==> src/rtl/word_receiver.sv <==
// Serial-to-parallel receiver for the exchange word link: frames MSB-first bits
// into WIDTH-bit words, rejects short/long frames and buffers good words in a FWFT FIFO.
module word_receiver #(
  parameter int WIDTH      = 32,
  parameter int FIFO_DEPTH = 4
) (
  input  logic                          clk,
  input  logic                          reset,
  input  logic                          datain,
  input  logic                          comEn,
  output logic [WIDTH-1:0]              word_out,
  output logic                          word_valid,
  input  logic                          word_ready,
  output logic                          frame_err,
  output logic                          overflow,
  output logic [$clog2(FIFO_DEPTH):0]   fifo_count
);

  localparam int AW = $clog2(FIFO_DEPTH);
  localparam int CW = $clog2(WIDTH + 1);

  typedef enum logic [1:0] {SYNC, IDLE, SHIFT, ST_END} state_t;

  state_t            state, state_nxt;
  logic [WIDTH-1:0]  shreg;
  logic [CW-1:0]     bitcnt;
  logic              shift_en, commit, err_det, last_bit, start;

  logic [WIDTH-1:0]  mem [FIFO_DEPTH];
  logic [AW-1:0]     wr_ptr, rd_ptr;
  logic              full, rd_en, wr_en;

  assign last_bit = (bitcnt == CW'(WIDTH - 1));

  always_ff @(posedge clk) begin
    if (reset) state <= SYNC;
    else       state <= state_nxt;
  end

  always_comb begin
    state_nxt = state;
    case (state)
      SYNC:    if (!comEn) state_nxt = IDLE;
      IDLE:    if (comEn)  state_nxt = SHIFT;
      SHIFT:   if (!comEn) state_nxt = IDLE;
               else if (last_bit) state_nxt = ST_END;
      ST_END:  state_nxt = comEn ? SYNC : IDLE;
      default: state_nxt = SYNC;
    endcase
  end

  always_comb begin
    start    = (state == IDLE) && comEn;
    shift_en = (state == SHIFT) && comEn;
    commit   = (state == ST_END) && !comEn;
    err_det  = ((state == SHIFT) && !comEn) || ((state == ST_END) && comEn);
  end

  // Shift register and bit counter; the lead cycle clears the counter.
  always_ff @(posedge clk) begin
    if (reset) begin
      shreg  <= '0;
      bitcnt <= '0;
    end else if (start) begin
      bitcnt <= '0;
    end else if (shift_en) begin
      shreg  <= {shreg[WIDTH-2:0], datain};
      bitcnt <= bitcnt + 1'b1;
    end
  end

  // FIFO: a read on the commit cycle frees the slot the write needs.
  assign full  = (fifo_count == (AW+1)'(FIFO_DEPTH));
  assign rd_en = word_valid && word_ready;
  assign wr_en = commit && (!full || rd_en);

  always_ff @(posedge clk) begin
    if (wr_en) mem[wr_ptr] <= shreg;
  end

  always_ff @(posedge clk) begin
    if (reset) begin
      wr_ptr     <= '0;
      rd_ptr     <= '0;
      fifo_count <= '0;
      frame_err  <= 1'b0;
      overflow   <= 1'b0;
    end else begin
      frame_err <= err_det;
      overflow  <= commit && full && !rd_en;
      if (wr_en) wr_ptr <= wr_ptr + 1'b1;
      if (rd_en) rd_ptr <= rd_ptr + 1'b1;
      case ({wr_en, rd_en})
        2'b10:   fifo_count <= fifo_count + 1'b1;
        2'b01:   fifo_count <= fifo_count - 1'b1;
        default: fifo_count <= fifo_count;
      endcase
    end
  end

  always_comb begin
    word_valid = (fifo_count != '0);
    word_out   = word_valid ? mem[rd_ptr] : '0;
  end

endmodule
==> config.mk <==
export PLATFORM = sky130hd
export DESIGN_NAME = word_receiver
export DESIGN_NICKNAME = d
export VERILOG_FILES = /design/src/rtl/word_receiver.sv
export SDC_FILE = /design/constraint.sdc
export NUM_CORES = 1
export LEC_CHECK = 0
export CORE_MARGIN = 5
export CORE_UTILIZATION = 46
export CTS_CLUSTER_DIAMETER = 40
export DETAILED_ROUTE_END_ITERATION = 16
export GPL_ROUTABILITY_DRIVEN = 0
export PLACE_DENSITY_LB_ADDON = 0.1
export SLEW_MARGIN = 20
export SYNTH_ARGS = -nofsm -noshare
export SYNTH_HDL_FRONTEND = slang
export SYNTH_SLANG_ARGS = --single-unit
==> constraint.sdc <==
create_clock -name clk -period 2.6 [get_ports clk]
set_clock_uncertainty 0.05 [all_clocks]
set_input_delay 0.52 -clock clk [delete_from_list [all_inputs] [get_ports clk]]
set_output_delay 0.52 -clock clk [all_outputs]
set_load 0.05 [all_outputs]
---- After elaboration in Yosys (flattened, before gate mapping) ----
Memory sizes are Yosys's and may differ from the RTL's. A register that Yosys moved wholly into a read port is not among the register bits.
Index checks and enable logic that the tools add are counted.
word-level totals
  memory bits (writable) .................. 128
  memories kept ........................... 1
  word-level logic and storage cells ...... 57
  register bits after elaboration ......... 49
  input port bits ......................... 5
  output and inout bits ................... 38
memories
  name  depth  width  rd ports  clocked after memory_dff  wr ports  RTL line  text
  mem   4      32     1         1                         1         29        logic [WIDTH-1:0] mem [FIFO_DEPTH];
operators by class
  bitwise gates (word level) .............. 1
  reduce and logical (&&, ||, !) cells .... 20
  $add $sub $neg .......................... 5
  eq/ne operators ......................... 10
  multiplexer cells ....................... 12
operators with widths
  cell                                               count
  2-to-1 mux 32 bit                                  1
  2-to-1 mux 2 bit                                   6
  logical AND 1 bit                                  9
  case mux 2 bit (4 select lines)                    1
  adder 6 x 1 -> 6 bit (second input constant)       1
  == test 2 bit (second input constant)              3
  == test 6 x 5 -> 1 bit (second input constant)     1
  case mux 3 bit (2 select lines)                    1
  adder 2 x 1 -> 2 bit (second input constant)       2
  == test 2 x 1 -> 1 bit (second input constant)     2
  != test 2 bit (second input constant)              2
  adder 3 x 1 -> 3 bit (second input constant)       1
  == test 3 bit (second input constant)              1
  zero test 1 bit                                    3
  2-to-1 mux 1 bit                                   3
  != test 3 bit (second input constant)              1
  AND reduction 3 bit                                1
  nonzero test 3 bit                                 1
  subtractor 3 x 1 -> 3 bit (second input constant)  1
  zero test 2 bit                                    1
  logical OR 1 bit                                   2
  AND reduction 2 bit                                1
  nonzero test 2 bit                                 1
  OR reduction 2 bit                                 1
  NOT 1 bit                                          1

---- Depth between registers and ports, before layout ----
Gate-level depths: netlist of run 1.
  depth in word-level cells ............... 6
  gate-level depth with buffers ........... 8
  depth with buffers taken out ............ 7

---- Worst setup path before layout of run 1 ----
OpenSTA, ideal clock, no wires.
  path type ............................... reg2out
  from .................................... reg fifo_count[0]
  to ...................................... out word_out[22]
  cell stages (with the launch flop) ...... 5
  data arrival time ....................... 2,090 ps
  required time ........................... 2,030 ps
  path buffers ............................ 2
  setup slack ............................. -60 ps
  cells stage by stage .................... dfxtp_1 or3_1 buf_6 clkbuf_1 and2_1
between the ends
  cells in the longest elaborated chain, start to end .. 2
ends and longest elaborated chain
  element                 RTL line  text
  start, declared         16        output logic [$clog2(FIFO_DEPTH):0] fifo_count
  start signal, assigned  94        2'b10: fifo_count <= fifo_count + 1'b1;
  start signal, assigned  95        2'b01: fifo_count <= fifo_count - 1'b1;
  start signal, assigned  96        default: fifo_count <= fifo_count;
  nonzero test 3 bit      102       word_valid = (fifo_count != '0);
  via word_valid          12        output logic word_valid,
  2-to-1 mux 32 bit       103       word_out = word_valid ? mem[rd_ptr] : '0;
  end, declared           11        output logic [WIDTH-1:0] word_out,
The timed path passes the listed nets, and every way through them passes these cells.

==> out/results.txt, run 1 <==
WP data arrival - 1.92 ns
ant diodes - 0
worst hold endpoint - bitcnt[1]
clock tree buffer depth - 2
First DRT Iteration DRCs - 181
Tcrit/Tclk final - 95.6%
post-synthesis mux area share - 11.2%
Slew @ Worst Pin - 0.506 ns
Compound-Gate Fraction of Synth Area - 3.26%
first-pass GRT wire length - 20200 µm
f_max - 0.402 GHz
clock slew at reported path FFs - 0.07 ns
Cell variety after synth - 33
Inserted Clock Buffers - 17
WL final - 12100 µm
Reg-to-Reg Start - fifo_count[2]
IO Count - 43
# port buffers - 42
TritonCTS clock tree - built
dpl ws - 0.0592 ns
HP Start - bitcnt[1]
largest net degree at the start of global routing - 37
DR WL/cell - 17.5 µm
hold depth - 2
Setup crit end kind - primary output
Synth warnings - 0
syn avg cell area - 15.6 µm²
Seq/Total Area, Yosys - 71.2%
initial core utilization - 47.0%
Layout area overhead - 25.8%
simple-gate share of the synthesized area - 9.84%
postcts setup bufs - 0
vias in the first global route - 3820
pwr dens - 902 nW/µm²
min cycle time layout - 2.49 ns
Main synth FF type - edfxtp_1
Chip Height - 132 µm
clock root buffer - clkbuf_16
final hold viol count - 0
RR Endpoint - fifo_count[2]
setup total negative slack - 0 ns
Detail Placement HPWL - 7080 µm
gr usage total - 14.9%
cell taking the most area after synthesis - edfxtp_1
EDFF count, synth - 128
commonest non-fill, non-tap cell in the layout - edfxtp_1
Rows - 44
final setup vio count - 0
synthesized instance count - 438
status - finished, final reports clean
Synth area leaders - edfxtp_1 (56%), dfxtp_1 (15%), mux4_2 (11%)
DR DRC count - 0
initial antenna violation count - 0
ys async rst share - 0%
hold buffer count at CTS - 0
Via density - 5.23
VDD IR max - 632 µV
syn nets - 449
Worst-Skew Late Latency - 0.43 ns
Mapped Area - 6830 µm²
CTS sink count - 179
Layout Nets - 506
Leak - 0.00305 µW
main combinational cell family by area after synthesis - multiplexers
core box area - 14500 µm²
WP data required - 2.03 ns
DRT Pass-1 Iters - 4
share of the synthesized area in the top cell type - 56.3%
Reg2Reg Depth - 7
Setup CP Type - flop to primary output
Final Slew Violations - 0
H-tree levels - 4
post-synthesis adder-cell area fraction - 1.21%
Finished Core Util - 59.1%
layout cells sized above 1 - 24.8%
Synth Register Bits - 179
CP startpoint kind - flop
PnR worst setup slack - 0.114 ns
die width - 132 µm
Synth Area in XOR/XNOR - 1.28%
Die ar. - 17400 µm²
RSZ-0062 raised after global routing - false
overflow left after global routing - 0
Vias - 3618
DRT antenna net count - 0
worst reg2reg setup slack - 0.63 ns
Hold Path Class - flop to flop
Slew Limit Headroom - 66.1%
Max-cap violations - 0
Worst Path Max Fanout - 16
commonest non-fill, non-tap cells in the layout - edfxtp_1 (128), nand2_1 (70), dfxtp_1 (50), buf_12 (41), and2_1 (35)
-- Yosys cell counts, drive strengths merged, types with 3 or more instances --
master / instances
a21oi: 36
and2: 36
buf: 12
clkbuf: 14
dfxtp: 51
edfxtp: 128
ha: 5
inv: 5
mux2: 3
mux4: 32
nand2: 70
nand4: 3
nor2: 16
nor3b: 3
xnor2: 3
xor2: 7
-- routing by layer --
layer | vias up | track usage, % | routed length [µm]
met2 | 61 | 24.6 | 6250
li1 | 1719 | - | -
met3 | 11 | 4.73 | 466
met4 | 0 | 5.83 | 131
met1 | 1827 | 18.3 | 5280
met5 | - | 0 | 0
-- layout make-up --
type / count / area (µm²)
clock buffers: 24 / 513
repair buffers: 64 / 1030
inverters: 5 / 18.8
multi-input cells: 228 / 1840
fillers: 1135 / 5940
clock inverters: 8 / 93.8
well taps: 184 / 230
flip-flops and latches: 179 / 4870
-- cell families after synthesis --
kind of cell,after synthesis
compound gates,38
flops,179
simple gates,138
xor+xnor,10
fa+ha+maj,6
buf+inv,31
mux,36
-- critical path, cell delays in order (launching register included) --
cell and delay (ns):
dfxtp_4 0.39, buf_12 0.19, mux4_2 0.54, and2_1 0.21, buf_12 0.15
-- timing repair --
action / CTS / global route
endpoints found under the setup margin: 1 / 31
pin swaps: 0 / 0
resized for setup: 1 / 1
endpoints found under the hold margin: 0 / 0
gates cloned: 0 / 1
-- report_power, final --
part	leakage [µW]	internal (µW)	total (µW)	switching [µW]
Clock	0.000300	1570	2570	997
Sequential	0.00179	3060	3110	51.7
Combinational	0.000955	948	2070	1120
Total	0.00305	5580	7750	2170
-- worst max path at each step --
| stage | startpoint | end | slack (ns) |
|---|---|---|---|
| final | flop | word_out[31] | 0.11 |
| after floorplan | comEn | mem[1][0] | 0.03 |
| after CTS | flop | word_out[30] | 0.002 |
| after global placement | comEn | fifo_count[2] | 0.09 |
| after global routing | flop | word_out[18] | 0.02 |
| after detailed placement | comEn | fifo_count[2] | 0.06 |
-- registers in the layout, summed over array words and instances (netlist names), named ones only --
register,flops
bitcnt,6
fifo_count,3
frame_err,1
mem,128
overflow,1
rd_ptr,2
shreg,32
state,2
wr_ptr,2
-- through the flow --
step	instance area [µm²]	hold slack [ns]	instances	total power, µW
2_1_floorplan	6830	0.399	438	4380
3_3_place_gp	7960	0.415	659	5210
3_5_place_dp	7960	0.423	659	5240
4_1_cts	8570	0.433	691	7790
5_1_grt	8590	0.482	692	8070
6_report	8590	0.431	692	7750
(Power assumes the default switching activity.)
==> run 2: changes to the inputs <==
--- a/config.mk
+++ b/config.mk
@@ -5,6 +5,7 @@
 export SDC_FILE = /design/constraint.sdc
 export NUM_CORES = 1
 export LEC_CHECK = 0
+export CAP_MARGIN = 20
 export CORE_MARGIN = 5
 export CORE_UTILIZATION = 46
 export CTS_CLUSTER_DIAMETER = 40
==> constraint.sdc (replaced) <==
create_clock -name clk -period 2.4 [get_ports clk]
set_clock_uncertainty 0.05 [all_clocks]
set_input_delay 0.48 -clock clk [delete_from_list [all_inputs] [get_ports clk]]
set_output_delay 0.48 -clock clk [all_outputs]
set_load 0.05 [all_outputs]
==> out/results.txt, run 2 (synthesis results as in run 1) <==
status - finished, violations left
failing checks - negative setup slack
Setup CP Type - flop to primary output
Slew Limit Headroom - 65.9% (-0.22 points)
Setup crit end kind - primary output
f_max - 0.407 GHz
non-filler cells, final - 697 (+0.72%)
DR DRC count - 0 (unchanged)
Slowest cell on crit path - mux4_2
commonest non-fill, non-tap cell in the layout - edfxtp_1
TritonCTS clock tree - built
critical-path cell list - buf_12 > mux4_2 > and2_4 > buf_12
commonest non-fill, non-tap cells in the layout - edfxtp_1 (128), nand2_1 (70), dfxtp_1 (49), buf_12 (42), a21oi_1 (34)
gr usage total - 15.6% (+0.76 points)
Placed Cells - 662 (+0.46%)
pwr dens - 978 nW/µm² (+8.5%)
IO Count - 43 (unchanged)
Buf/Inv on CP - 2 (unchanged)
# fillers - 1141 (+0.53%)
CP delay by family, top - multiplexers
DR WL/cell - 18.1 µm (+3.3%)
Max-cap violations - 0 (unchanged)
HP Start - bitcnt[1]
# port buffers - 42 (unchanged)
Crit path top cell by count - buf_12
WP data required - 1.87 ns (-0.16 ns)
RSZ-0062 raised after global routing - true
top flop regs - mem: 128 flops, shreg: 32 flops, bitcnt: 6 flops
initial core utilization - 47.0% (unchanged)
VDD IR max - 1150 µV (+82%)
Worst Path Max Fanout - 8 (-8)
Layout Nets - 511 (+0.99%)
largest net degree at the start of global routing - 45 (+22%)
DRT Pass-1 Iters - 4 (unchanged)
WL final - 12600 µm (+4.0%)
Hold Path Class - flop to flop
WP data arrival - 1.93 ns (about the same)
final setup vio count - 32 (+32)
Leak - 0.00313 µW (+2.7%)
final hold viol count - 0 (unchanged)
Top reg by flops - mem
Inserted Clock Buffers - 17 (unchanged)
core box area - 14500 µm² (unchanged)
H-tree levels - 4 (unchanged)
PnR worst setup slack - -0.0569 ns (-0.171 ns)
Reg-to-Reg Start - fifo_count[2]
Slew @ Worst Pin - 0.510 ns (+0.00326 ns)
CTS sink count - 179 (unchanged)
ant diodes - 0 (unchanged)
number of flip-flops under the largest register name - 128 (unchanged)
Vias - 3653 (+0.97%)
layout cells sized above 1 - 33.1% (+8.3 points)
Seq. cell area - 4870 µm² (about the same)
DRT antenna net count - 0 (unchanged)
clock slew at reported path FFs - 0.07 ns (about the same)
Via density - 5.24 (+0.24%)
First DRT Iteration DRCs - 253 (+40%)
Rows - 44 (unchanged)
first-pass GRT wire length - 21000 µm (+4.0%)
Detail Placement HPWL - 7420 µm (+4.9%)
overflow left after global routing - 0 (unchanged)
clock tree buffer depth - 2 (unchanged)
Layout area overhead - 27.8%
Die ar. - 17400 µm² (unchanged)
die width - 132 µm (unchanged)
initial antenna violation count - 0 (unchanged)
Chip Height - 132 µm (unchanged)
setup total negative slack - -0.961 ns (-0.961 ns)
clock root buffer - clkbuf_16
min cycle time layout - 2.46 ns
CP startpoint kind - flop
area of the multi-input gates - 1920 µm² (+4.5%)
max incr delay on CP - 0.53 ns (about the same)
vias in the first global route - 3906 (+2.3%)
Tcrit/Tclk final - 102%
Worst-Skew Late Latency - 0.43 ns (about the same)
Final Slew Violations - 0 (unchanged)
==> run 2: metrics by stage <==
stage | worst slack [ns] | total power, µW | utilization, % | hold WS (ns) | instance area [µm²]
floorplan | 0.00772 | 4750 | - | 0.399 | 6840
global placement | -0.0632 | 5650 | 55.0 | 0.416 | 8000
detailed placement | -0.118 | 5680 | 55.0 | 0.424 | 8000
CTS | -0.102 | 8650 | 60.1 | 0.433 | 8730
global route | -0.122 | 8890 | 60.1 | 0.461 | 8730
finish | -0.0569 | 8540 | 60.1 | 0.427 | 8730
==> run 2: layout make-up <==
cell class | count | area share [%]
clock buffer | 19 | 5.32
clock inverter | 13 | 1.20
inverter | 5 | 0.215
multi-input combinational | 228 | 22.0
sequential | 179 | 55.8
tap | 184 | 2.64
timing repair buffer | 69 | 12.9
==> run 2: per-layer routing <==
| metal | up-vias | routed length (µm) | GRT usage, % |
|---|---|---|---|
| li1 | 1737 | - | - |
| met2 | 80 | 6390 | 25.5 |
| met5 | - | 0 | 0 |
| met1 | 1819 | 5480 | 20.4 |
| met3 | 17 | 542 | 3.63 |
| met4 | 0 | 193 | 6.34 |
==> run 2: report_power, final <==
part / switching [µW] / internal (µW)
clock: 1120 / 1510
combinational: 1300 / 1210
sequential: 84.3 / 3320
==> run 2: final timing paths <==
path / end / slack (ns) / cells past startpoint
max: word_out[0] / -0.06 / 4
min: bitcnt[1] / 0.43 / 2
max reg2reg: fifo_count[2] / 0.44 / 5
min reg2reg: bitcnt[1] / 0.43 / 2
==> run 2: worst reg2reg max path: cells and delay by family (launching register included) <==
kind	cells	cell delay (ns)
simple gates	1	0.39
mux	1	0.29
compound gates	2	0.47
flops	1	0.35
buf+inv	1	0.29
==> run 2: what timing repair did <==
action / 4_1_cts / 5_1_grt
buffers inserted: 0 / 0
hold buffers: 0 / 0
gates resized for setup: 36 / 0
gates cloned: 3 / 0
setup endpoints to repair: 32 / 32
